--- src/rtl/imm_encoder.sv ---
// Narrows 16-bit signed constants into 12-bit immediate chunks:
// one SHORT chunk when the value fits, otherwise a HI/LO pair.
module imm_encoder #(
  parameter int IN_W  = 16,
  parameter int IMM_W = 12
) (
  input  logic             clk,
  input  logic             rst,
  input  logic [IN_W-1:0]  in_data,
  input  logic             in_valid,
  output logic             in_ready,
  output logic [IMM_W-1:0] out_imm,
  output logic [1:0]       out_kind,
  output logic             out_valid,
  input  logic             out_ready,
  output logic [15:0]      long_count
);

  localparam int LO_W  = IN_W - IMM_W;
  localparam int PAD_W = IMM_W - LO_W;

  localparam logic [1:0] KIND_SHORT = 2'b00;
  localparam logic [1:0] KIND_HI    = 2'b01;
  localparam logic [1:0] KIND_LO    = 2'b10;

  typedef enum logic [1:0] {
    S_IDLE,
    S_SHORT,
    S_HI,
    S_LO
  } state_e;

  state_e          state_q, state_d;
  logic [IN_W-1:0] hold_q, hold_d;
  logic [15:0]     cnt_q, cnt_d;

  // Value fits the immediate when every bit above the sign bit copies it.
  logic [IN_W-IMM_W:0] top_bits;
  logic                fits;

  assign top_bits = in_data[IN_W-1:IMM_W-1];
  assign fits     = (&top_bits) | ~(|top_bits);

  always_ff @(posedge clk or posedge rst) begin
    if (rst) begin
      state_q <= S_IDLE;
      hold_q  <= '0;
      cnt_q   <= '0;
    end else begin
      state_q <= state_d;
      hold_q  <= hold_d;
      cnt_q   <= cnt_d;
    end
  end

  always_comb begin
    state_d   = state_q;
    hold_d    = hold_q;
    cnt_d     = cnt_q;
    in_ready  = 1'b0;
    out_valid = 1'b0;
    out_kind  = KIND_SHORT;
    out_imm   = '0;
    unique case (state_q)
      S_IDLE: begin
        in_ready = 1'b1;
        if (in_valid) begin
          hold_d = in_data;
          if (fits) begin
            state_d = S_SHORT;
          end else begin
            state_d = S_HI;
            if (cnt_q != 16'hFFFF) cnt_d = cnt_q + 16'd1;
          end
        end
      end
      S_SHORT: begin
        out_valid = 1'b1;
        out_kind  = KIND_SHORT;
        out_imm   = hold_q[IMM_W-1:0];
        if (out_ready) state_d = S_IDLE;
      end
      S_HI: begin
        out_valid = 1'b1;
        out_kind  = KIND_HI;
        out_imm   = hold_q[IN_W-1:LO_W];
        if (out_ready) state_d = S_LO;
      end
      S_LO: begin
        out_valid = 1'b1;
        out_kind  = KIND_LO;
        out_imm   = {{PAD_W{1'b0}}, hold_q[LO_W-1:0]};
        if (out_ready) state_d = S_IDLE;
      end
      default: state_d = S_IDLE;
    endcase
  end

  assign long_count = cnt_q;

endmodule

--- config.mk ---
export PLATFORM = sky130hd
export DESIGN_NAME = imm_encoder
export DESIGN_NICKNAME = d
export VERILOG_FILES = /design/src/rtl/imm_encoder.sv
export SDC_FILE = /design/constraint.sdc
export NUM_CORES = 1
export LEC_CHECK = 0
export ABC_AREA = 1
export CORE_UTILIZATION = 35
export CTS_CLUSTER_DIAMETER = 30
export CTS_CLUSTER_SIZE = 28
export DETAILED_ROUTE_END_ITERATION = 6
export GPL_ROUTABILITY_DRIVEN = 1
export HOLD_SLACK_MARGIN = 0.05
export RECOVER_POWER = 100
export SYNTH_ARGS = -nofsm -noshare
export SYNTH_HDL_FRONTEND = slang
export SYNTH_SLANG_ARGS = --single-unit
export TNS_END_PERCENT = 10
--- constraint.sdc ---
create_clock -name clk -period 2.65 [get_ports clk]
set_clock_uncertainty 0.1 [all_clocks]
set_input_delay 0.53 -clock clk [delete_from_list [all_inputs] [get_ports clk]]
set_output_delay 0.53 -clock clk [all_outputs]
set_load 0.02 [all_outputs]
==> results.py <==
metrics = {
    "outcome": {
        "outcome": "finished clean",
    },
    "synthesis": {
        "synth.lib_cells_used.distinct": 27,
        "synth_area_leaders": "sky130_fd_sc_hd__dfrtp_1, sky130_fd_sc_hd__nand2_1, sky130_fd_sc_hd__inv_1",
        "synth.yosys.seq_area_share": 0.440,
        "synth.top_cell.area_share": 0.440,
        "post_synth.cell_area_avg_sq_um": 7.47,
        "syn_inst": 259,
        "synth_largest_area_cell": "sky130_fd_sc_hd__dfrtp_1",
        "netlist_area_sq_mm": 0.00193,
        "synth.net_count": 280,
        "ys_ff_latch": 34,
        "synth_warnings": 0,
    },
    "sta": {
        "fin_setup_tns_ns": 0,
        "final-hold-violation-count": 0,
        "setup_viol": 0,
        "fmax_ghz": 0.393,
        "worst_slew_pin_slew_ns": 0.864,
        "rsz0062_at_grt": "false",
        "fin_crit_ns": 2.54,
        "drv_slew": 0,
        "slew-limit-headroom": 0.424,
        "min_period_over_period": 0.959,
    },
    "floorplanning": {
        "fp.dieW_um": 76.3,
        "fp-row-count": 26,
        "die_area_sq_mm": 0.00583,
        "die_h_um": 76.3,
        "pin_count": 52,
        "floorplan.core_area_sq_mm": 0.00520,
        "floorplan.initialDensity": 0.372,
    },
    "clock_tree": {
        "cts_setup_buffers": 0,
        "cts_htree_levels": 2,
        "clk_transition_reported_paths_ns": 0.08,
        "tritoncts": "yes",
        "cts_inserted_buffers": 5,
        "insertion_delay_ns": 0.29,
        "clock_sink_count": 34,
        "postCtsHoldBufs": 0,
        "max-clock-path-buffers": 2,
        "ctsRootBufferMaster": "sky130_fd_sc_hd__clkbuf_8",
    },
    "drt": {
        "drt_first_pass_iters": 4,
        "remaining_drc_errors": 0,
        "routed_wire_length_per_instance_um": 11.2,
        "detailroute.via_count": 1759,
        "ant_nets": 0,
        "post_drt_via_cell_ratio": 4.59,
        "wl_um": 4270,
        "detailedRoute.firstIterationViolations": 97,
    },
    "critical_path": {
        "timing.critical_path.to_type": "output port",
        "worstPathCellList": "inv_1 -> nand2_1 -> o22ai_1 -> clkdlybuf4s50_1",
        "cp.required_ns": 2.02,
        "worst-path-buf-inv": 2,
        "worst-setup-path-type": "flip-flop to output port",
        "critical_path.slowest_cell": "sky130_fd_sc_hd__clkdlybuf4s50_1",
        "worstPathMaxFanout": 8,
        "crit_family": "buffers and inverters",
        "crit_arrival_ns": 1.91,
        "crit_path_max_incr_delay_ns": 0.63,
        "critical_path.startpoint_type": "flip-flop",
    },
    "pwr": {
        "ir_worst_vdd_v": 0.000557,
        "power.density_cell_area_mw_per_mm2": 877,
        "cellLeakagePower_nw": 1.25,
    },
    "grt": {
        "groute.layer.met3.usage": 0.0467,
        "grt_antenna_before_repair": 0,
        "first_global_vias": 1691,
        "global_route.overflow_total": 0,
        "global_route_wire_length_before_repair_um": 7760,
        "globalRouteMet1Util": 0.211,
        "grt-busiest-layer": "met2",
        "grt_max_degree": 35,
        "grt.met2_usage": 0.276,
        "grt_usage": 0.168,
    },
    "layout": {
        "drive_gt1_frac": 0.0767,
        "area.growth.synth_to_final_pct": 32.0,
        "finalNonFillerCells": 383,
        "final_cell_mix": "sky130_fd_sc_hd__nand2_1, sky130_fd_sc_hd__dfrtp_1, sky130_fd_sc_hd__inv_1",
        "most_common_cell_after_layout_fill_and_taps_aside": "sky130_fd_sc_hd__nand2_1",
        "antennaDiodeCount": 0,
        "final_net_count": 333,
    },
    "placed_design": {
        "dp_cells": 375,
        "place.gp.congestion": 0.746,
        "hpwlAfterDp_um": 3130,
        "buffer_ports.inserted": 51,
    },
    "hold_path": {
        "hp-class": "flip-flop to flip-flop",
    },
    "job": {
        "cap_viol_max_count": 0,
    },
}
==> sequential cells by signal (all words and copies together) (netlist names) <==
| register | flops |
|---|---|
| state_q | 2 |
| long_count | 16 |
| hold_q | 16 |
==> layout make-up <==
class	count	area, sq um
Fill cell	520	2650
Multi-Input combinational cell	182	871
Sequential cell	34	851
Timing Repair Buffer	52	503
Inverter	37	145
Tap cell	70	87.6
Clock buffer	6	82.6
Clock inverter	2	12.5
==> timing repair <==
action | in CTS | in global routing
resized for setup | 1 | 4
endpoints found under the setup margin | 12 | 12
hold endpoints to repair | 0 | 0
==> synthesized netlist by cell type (all sizes together) <==
cell / instances
nor3: 1
o21ai: 22
o22ai: 11
nand4: 3
nand3: 7
dfrtp: 34
xor2: 3
xnor2: 4
a21oi: 2
clkinv: 3
clkbuf: 1
buf: 5
nor2: 21
ha: 1
inv: 34
nand2: 107
==> through the flow <==
stage                     utilization  setup slack [ns]  power (mW)  hold WS, ns  cell area [sq um]
after global routing            0.490          0.000221        2.43        0.473               2550
final                           0.490             0.108        2.24        0.412               2550
after floorplan                     -             0.847        1.47        0.349               1930
after global placement          0.479             0.296        1.90        0.390               2490
after detailed placement        0.479             0.233        1.91        0.387               2490
after CTS                       0.498            0.0367        2.33        0.411               2590
==> path summary, 6_finish.rpt <==
check                      cells past startpoint       endpoint  slack [ns]        from
setup / recovery                               4     out_imm[9]        0.11  state_q[1]
hold / removal                                 2      hold_q[0]        0.41   hold_q[0]
setup reg to reg                               8  long_count[7]        0.56  state_q[1]
hold reg to reg                                2      hold_q[0]        0.41   hold_q[0]
max in group asynchronous                      3     hold_q[14]        1.07         rst
min in group asynchronous                      3      hold_q[2]        0.83         rst
==> worst reg2reg max path, delay by kind of cell (launching register included) <==
| kind | cells | cell delay (ns) |
|---|---|---|
| flops | 1 | 0.49 |
| simple gates | 6 | 1.14 |
| buf+inv | 2 | 0.29 |
==> report_power, final <==
group	internal, mW	switching [mW]	total (mW)
Sequential	0.677	0.105	0.782
Clock	0.209	0.195	0.403
Combinational	0.414	0.639	1.05
==> routing by layer <==
layer,wire (um),up-vias
met2,1940,49
met3,246,7
li1,-,911
met5,0,-
met4,61,0
met1,2020,792
==> logic make-up after synthesis <==
kind of cell             count (synthesis)  synth area share
AND/OR/NAND/NOR                        139             0.325
buffers and inverters                   43            0.0996
AO/OA/AOI/OAI                           35            0.0977
flip-flops                              34             0.440
XOR/XNOR                                 7            0.0317
adder cells (fa/ha/maj)                  1           0.00647
Power figures use the tool's default switching activity.
